[config.mk]
export PLATFORM = sky130hd
export DESIGN_NAME = insn_prefetch_buf
export DESIGN_NICKNAME = d
export VERILOG_FILES = /design/src/rtl/insn_prefetch_buf.sv
export SDC_FILE = /design/constraint.sdc
export NUM_CORES = 1
export LEC_CHECK = 0
export ABC_CLOCK_PERIOD_IN_PS = 3100
export CORE_MARGIN = 2
export CORE_UTILIZATION = 45
export DETAILED_ROUTE_END_ITERATION = 6
export PLACE_DENSITY_LB_ADDON = 0.08
export RECOVER_POWER = 25
export SKIP_CTS_REPAIR_TIMING = 1
export SLEW_MARGIN = 20
export SYNTH_ARGS = -nofsm -noshare
export SYNTH_HDL_FRONTEND = slang
export SYNTH_SLANG_ARGS = --single-unit
[constraint.sdc]
create_clock -name clk -period 3.1 [get_ports clk]
set_input_delay 0.465 -clock clk [delete_from_list [all_inputs] [get_ports clk]]
set_output_delay 0.465 -clock clk [all_outputs]
set_load 0.005 [all_outputs]
[src/rtl/insn_prefetch_buf.sv]
// Instruction prefetch buffer: issues sequential word fetches to the scratchpad and queues
// {pc, insn} pairs in a small FIFO for the IF stage; a branch redirect flushes everything.
module insn_prefetch_buf #(
  parameter int unsigned DEPTH    = 4,
  parameter logic [29:0] RESET_PC = 30'h0
) (
  input  logic        clk,
  input  logic        reset,
  input  logic        cpu_en,
  input  logic        br_taken,
  input  logic [29:0] br_addr,
  output logic [29:0] fetch_addr,
  output logic        fetch_as_,
  input  logic [31:0] fetch_rd_data,
  output logic        buf_valid,
  output logic [29:0] buf_pc,
  output logic [31:0] buf_insn,
  input  logic        if_ready
);

  localparam int unsigned PtrW = (DEPTH > 1) ? $clog2(DEPTH) : 1;
  localparam int unsigned CntW = PtrW + 1;
  localparam logic [CntW-1:0] DepthC = CntW'(DEPTH);

  logic [29:0]     fetch_pc_q, fetch_pc_d;
  logic            inflight_q, inflight_d;
  logic [29:0]     inflight_pc_q, inflight_pc_d;
  logic [PtrW-1:0] wptr_q, wptr_d, rptr_q, rptr_d;
  logic [CntW-1:0] count_q, count_d;
  logic [CntW-1:0] occupancy;
  logic            issue, push, pop;

  logic [29:0] pc_mem   [DEPTH];
  logic [31:0] insn_mem [DEPTH];

  always_comb begin
    // An in-flight word already owns a slot, so it counts against capacity.
    occupancy = count_q + CntW'(inflight_q);
    issue     = ~reset & cpu_en & ~br_taken & (occupancy < DepthC);
    push      = inflight_q & ~br_taken;
    buf_valid = (count_q != '0) & ~br_taken;
    pop       = buf_valid & if_ready;

    fetch_addr = fetch_pc_q;
    fetch_as_  = ~issue;
    buf_pc     = pc_mem[rptr_q];
    buf_insn   = insn_mem[rptr_q];

    fetch_pc_d    = fetch_pc_q;
    inflight_d    = inflight_q;
    inflight_pc_d = inflight_pc_q;
    wptr_d        = wptr_q;
    rptr_d        = rptr_q;
    count_d       = count_q;

    if (br_taken) begin
      fetch_pc_d = br_addr;
      inflight_d = 1'b0;
      wptr_d     = '0;
      rptr_d     = '0;
      count_d    = '0;
    end else begin
      inflight_d = issue;
      if (issue) begin
        fetch_pc_d    = fetch_pc_q + 30'd1;
        inflight_pc_d = fetch_pc_q;
      end
      if (push) wptr_d = wptr_q + PtrW'(1);
      if (pop)  rptr_d = rptr_q + PtrW'(1);
      unique case ({push, pop})
        2'b10:   count_d = count_q + CntW'(1);
        2'b01:   count_d = count_q - CntW'(1);
        default: count_d = count_q;
      endcase
    end
  end

  always_ff @(posedge clk or posedge reset) begin
    if (reset) begin
      fetch_pc_q    <= RESET_PC;
      inflight_q    <= 1'b0;
      inflight_pc_q <= '0;
      wptr_q        <= '0;
      rptr_q        <= '0;
      count_q       <= '0;
    end else begin
      fetch_pc_q    <= fetch_pc_d;
      inflight_q    <= inflight_d;
      inflight_pc_q <= inflight_pc_d;
      wptr_q        <= wptr_d;
      rptr_q        <= rptr_d;
      count_q       <= count_d;
    end
  end

  // Storage needs no reset: entries are only observable once count is non-zero.
  always_ff @(posedge clk) begin
    if (push) begin
      pc_mem[wptr_q]   <= inflight_pc_q;
      insn_mem[wptr_q] <= fetch_rd_data;
    end
  end

endmodule

==> impl_metrics.ini, run 1 <==
[sta]
finalWorstSetupSlack_ps = 127
tightest_slew_ps = 788
grt_setup_unrepaired = no
tns_ps = 0
min_period_ps = 2970
fin_skew_ps = 21.2
holdWs_ps = 382
timing.final.crit_share = 0.959
max_freq_mhz = 336
drv_slew = 0
timing.slew.headroom = 0.470
finalSetupViolCount = 0
hold_viol = 0

[yosys]
yosysWarnings = 0
synth-main-ff-cell = edfxtp_1
syn_nets = 744
syn_area_um2 = 12400
synth-edff-count = 248
ys_seq_area_frac = 0.735
synthCells = 671
ys_seq_elements = 316
synth.distinct_cells = 49
async_flop_share = 0.215
synth.avg_cell_area_um2 = 18.5

[clocking]
cts_sinks = 316
cts_buffer_depth = 3
clkTransAtPathRegs_ps = 60
cts_tree = yes
cts-root-buf = clkbuf_16
htree_levels = 1
insertion_delay_ps = 550
numCtsBuffers = 31

[final_layout]
utilization = 0.579
fin_nets = 937
final_cell_mix = edfxtp_1, clkdlybuf4s50_1, dfrtp_1
drive_above_1_share = 0.206
layout_commonest_cell = edfxtp_1
area_delta_synth_final_pct = 25.8
diodes = 0

[critical_path]
crit_type = flip-flop to output pin
timing.rr.end = count_q[2]
cp.arrival_ps = 2510
critPathMaxFanout = 34
reg2reg_depth = 6
start_kind = flip-flop
cp-end-kind = output pin
r2r_setup_slack_ps = 720
r2r-start = count_q[0]
critPathRequiredTime_ps = 2630

[drt]
drc = 0
drt_iter0_drc = 558
antenna_left = 0
routed_wl_mm = 26.1
via_count = 6941
wl_per_cell_um = 21.3
avgViaCountPerCell = 5.65
drt_first_pass_iters = 7

[power]
p_clk_frac = 0.327
switching_share = 0.234
internal-power_uw = 8370
seqPwrFrac = 0.490
vdd_drop_max_uv = 418
p_comb_frac = 0.183
power.density_nw_per_um2 = 698
p_sw_uw = 2560
p_leak_uw = 0.00519

[die]
die_y_um = 170
ioPinCount = 161
die_x_um = 170
start_util = 0.460
dieArea_um2 = 29000
rows = 60
core_area_um2 = 27000

[global_route]
track_usage = 0.187
grt_max_degree = 63
grt_pass1_vias = 7305
antenna_found_initial = 0
grt_pass1_wl_mm = 41.5
overflow = 0

[run]
max-cap-violations = 0

[hold_path]
hold_path.class = input port to asynchronous set/reset pin

[placement]
port_buffers = 160
dpl_worst_slack_ps = 493
routabilityCongestion = 0.794
place_hpwl_mm = 16.8

[outcome]
status = finished clean
[power by group through the flow]
| stage | clock network (uW) | logic, uW | registers (uW) |
|---|---|---|---|
| floorplan | 0 | 1090 | 5270 |
| global placement | 0 | 1950 | 5440 |
| detailed placement | 0 | 1980 | 5470 |
| CTS | 3660 | 1990 | 5390 |
| global route | 3850 | 2180 | 5410 |
| finish | 3580 | 2000 | 5350 |
[layout make-up]
type / instances / area [um2]
Inverter: 16 / 60.1
Multi-Input combinational cell: 309 / 3130
Tap cell: 341 / 427
Timing Repair Buffer: 190 / 1900
Clock buffer: 47 / 886
Sequential cell: 316 / 9160
Clock inverter: 10 / 96.3
Fill cell: 2066 / 11400
[routing by layer]
metal,part of all wire,GRT usage
met1,0.43,0.257
met2,0.47,0.302
met3,0.076,0.0447
met4,0.021,0.0502
met5,0,0
[worst max-delay path by stage]
| stage | startpoint | endpoint | slack, ps | cells past startpoint |
|---|---|---|---|---|
| 2_1_floorplan | br_taken | insn_mem[0][0] | 360 | 3 |
| 3_3_place_gp | cpu_en | fetch_as_ | 510 | 7 |
| 3_5_place_dp | cpu_en | fetch_as_ | 490 | 7 |
| 4_1_cts | rptr_q[0] | buf_pc[25] | 10 | 3 |
| 5_1_grt | rptr_q[1] | buf_pc[0] | 20 | 3 |
| 6_report | rptr_q[1] | buf_pc[1] | 130 | 3 |
[flip-flops by register name, summed over array words and instances, names as in the netlist]
signal and flops:
insn_mem 128, pc_mem 120, fetch_addr 30, inflight_pc_q 30, count_q 3, rptr_q 2, wptr_q 2, inflight_q 1
[synthesized netlist by cell type, types with 2 or more instances]
master,n,share of area
xnor2_1,3,0.0021
or2_2,2,0.0010
inv_1,15,0.0045
nor4_1,9,0.0045
ha_1,5,0.0050
and4_1,4,0.0028
dfrtp_1,68,0.14
and3_1,3,0.0015
or3_1,6,0.0030
o21ai_0,12,0.0048
and2_1,6,0.0030
mux2_2,30,0.027
o31a_1,3,0.0021
nand4_1,15,0.0075
nor2_1,29,0.0087
or4_1,12,0.0072
mux4_2,62,0.11
o31ai_1,11,0.0066
edfxtp_1,248,0.60
a22o_1,2,0.0014
a31oi_1,23,0.012
nand3_1,7,0.0028
a31o_2,6,0.0042
nor2b_1,4,0.0020
buf_1,8,0.0024
xor2_1,5,0.0035
mux2i_1,3,0.0024
clkbuf_1,17,0.0051
nand2b_1,2,0.0010
buf_2,4,0.0016
o211ai_1,2,0.0012
a21oi_1,4,0.0016
nor3_1,6,0.0024
nand2_1,20,0.0060
[critical path: stages (launching register included)]
cell and delay, ps:
dfrtp_4 820, buf_12 280, mux4_2 360, clkdlybuf4s50_1 480
[cells by family after synthesis]
family / Yosys count / share of synthesized area
multiplexers: 95 / 0.142
XOR/XNOR: 8 / 0.00563
AO/OA/AOI/OAI: 70 / 0.0381
adder cells (fa/ha/maj): 6 / 0.00664
flip-flops: 316 / 0.735
AND/OR/NAND/NOR: 130 / 0.0578
buffers and inverters: 46 / 0.0149
[per-stage QoR]
stage	total power (uW)	cell area (um2)	instances
finish	10900	15700	1229
global placement	7390	14600	1168
CTS	11000	15600	1225
floorplan	6360	12400	671
detailed placement	7450	14600	1168
global route	11400	15700	1229
(Power assumes the default switching activity.)
==> run 2, diff against run 1 <==
--- a/config.mk
+++ b/config.mk
@@ -12,6 +12,7 @@
 export PLACE_DENSITY_LB_ADDON = 0.08
 export RECOVER_POWER = 25
 export SKIP_CTS_REPAIR_TIMING = 1
+export SKIP_LAST_GASP = 1
 export SLEW_MARGIN = 20
 export SYNTH_ARGS = -nofsm -noshare
 export SYNTH_HDL_FRONTEND = slang
==> results of run 2 <==
The final DEF is identical to that of run 1; final timing and power are the same.
==> run 3, diff against run 2 <==
--- a/config.mk
+++ b/config.mk
@@ -6,12 +6,13 @@
 export NUM_CORES = 1
 export LEC_CHECK = 0
 export ABC_CLOCK_PERIOD_IN_PS = 3100
+export CAP_MARGIN = 20
 export CORE_MARGIN = 2
 export CORE_UTILIZATION = 45
 export DETAILED_ROUTE_END_ITERATION = 6
 export PLACE_DENSITY_LB_ADDON = 0.08
 export RECOVER_POWER = 25
-export SKIP_CTS_REPAIR_TIMING = 1
+export REMOVE_ABC_BUFFERS = 1
 export SKIP_LAST_GASP = 1
 export SLEW_MARGIN = 20
 export SYNTH_ARGS = -nofsm -noshare
==> run 3 against run 2 <==
Effect of this change: worst setup slack improved by 74 ps; clock-buffer cell count fell by 8; non-clock buffer count fell by 3; final area rose by 0.48%; clock power rose by 2%; sequential power barely moved; critical endpoint is now fetch_as_; register-to-register slack improved by 90 ps; combinational power barely moved; die area did not move; wire length rose by 2.2%; total power rose by 0.56%; first-iteration DRC count rose by 0.36%.
==> impl_metrics.ini, run 3 (same netlist as run 1, synthesis figures left out) <==
[outcome]
status = finished clean

[clocking]
postCtsResizedCells = 0
hold_buffers = 0
cts_tree = yes
numCtsBuffers = 31
cts_buffer_depth = 3
cts_sinks = 316
post_cts_buffers = 2
clkTransAtPathRegs_ps = 60
insertion_delay_ps = 560
cts-root-buf = clkbuf_16
htree_levels = 1

[critical_path]
cp-end-kind = output pin
slowest_delay_ps = 620
worst-path-stages = 5
cp.arrival_ps = 2430
start_kind = flip-flop
cp-startpoint = inflight_q
crit_family = buffers and inverters
crit_chain = a31oi_1, o21ai_1, nor2_4, inv_1, clkdlybuf4s50_1
critPathRequiredTime_ps = 2630
cpMaxStageDelayCell = clkdlybuf4s50_1
critPathMaxFanout = 11
r2r-start = fetch_addr[10]
crit_buf_inv = 2
reg2reg_depth = 4
crit_type = flip-flop to output pin

[placement]
place_hpwl_mm = 17.3
port_buffers = 160
dpl_worst_slack_ps = 472
dp.cells = 1167
routabilityCongestion = 0.790

[final_layout]
final_cell_mix = edfxtp_1, clkdlybuf4s50_1, dfrtp_1
drive_above_1_share = 0.209
nFillCells = 2096
multi_input_area_um2 = 3130
diodes = 0
area_delta_synth_final_pct = 26.4
seq_area_um2 = 9160
largest_reg_flops = 128
fin_cells = 1227
fin_nets = 934
layout_commonest_cell = edfxtp_1
largest_register = insn_mem
reg_top3 = insn_mem: 128 flops, pc_mem: 120 flops

[die]
dieArea_um2 = 29000
core_area_um2 = 27000
die_y_um = 170
die_x_um = 170
ioPinCount = 161
start_util = 0.460
rows = 60

[drt]
drt_first_pass_iters = 5
via_count = 6914
wl_per_cell_um = 21.8
antenna_left = 0
routed_wl_mm = 26.7
drt_iter0_drc = 560
drc = 0
avgViaCountPerCell = 5.63

[sta]
max_freq_mhz = 345
grt_setup_unrepaired = no
min_period_ps = 2900
timing.slew.headroom = 0.540
hold_viol = 0
timing.final.crit_share = 0.935
tightest_slew_ps = 689
drv_slew = 0
fin_skew_ps = 17.3
finalWorstSetupSlack_ps = 202
finalSetupViolCount = 0

[global_route]
grt_pass1_wl_mm = 41.7
grt_pass1_vias = 7248
antenna_found_initial = 0
overflow = 0
track_usage = 0.188
grt_max_degree = 40

[power]
p_leak_uw = 0.00522
power.density_nw_per_um2 = 699
vdd_drop_max_uv = 380

[hold_path]
hold_path.class = input port to asynchronous set/reset pin

[run]
max-cap-violations = 0
[run 3: layout make-up]
| cell class | count | area share |
|---|---|---|
| Clock inverter | 19 | 0.0107 |
| Clock buffer | 39 | 0.0531 |
| Timing Repair Buffer | 187 | 0.124 |
| Multi-Input combinational cell | 309 | 0.199 |
| Sequential cell | 316 | 0.582 |
| Tap cell | 341 | 0.0271 |
| Inverter | 16 | 0.00382 |
[run 3: layer usage]
layer  global-route usage  wire length (um)
met1                0.262             11600
met2                0.315             13200
met3               0.0277              1340
met4               0.0476               532
met5                    0                 0
[run 3: worst paths after layout]
path | endpoint | slack, ps
setup / recovery | fetch_as_ | 200
hold / removal | fetch_addr[2] | 400
setup reg to reg | fetch_addr[18] | 810
hold reg to reg | pc_mem[0][3] | 510
max in group asynchronous | rptr_q[0] | 2040
min in group clk | fetch_addr[0] | 480
[run 3: report_power, final]
part | total, uW | switching [uW] | leakage (uW) | internal [uW]
combinational | 2010 | 751 | 0.00171 | 1260
sequential | 5320 | 326 | 0.00301 | 4990
clock | 3660 | 1510 | 0.000499 | 2150
[run 3: metrics by stage]
step / instance area [um2] / power (uW) / setup TNS (ps) / hold WS (ps) / util
floorplan: 12300 / 6380 / -34130 / 472 / -
global placement: 14700 / 7370 / 0 / 484 / 0.544
detailed placement: 14700 / 7430 / 0 / 502 / 0.544
CTS: 15700 / 11100 / 0 / 404 / 0.582
global route: 15700 / 11500 / 0 / 464 / 0.582
finish: 15700 / 11000 / 0 / 398 / 0.582
[run 3: worst register-to-register path, stage by stage (launching register included)]
cell and delay, ps:
dfrtp_1 540, nand4_1 310, or4_4 660, or4_1 510, a31oi_1 190
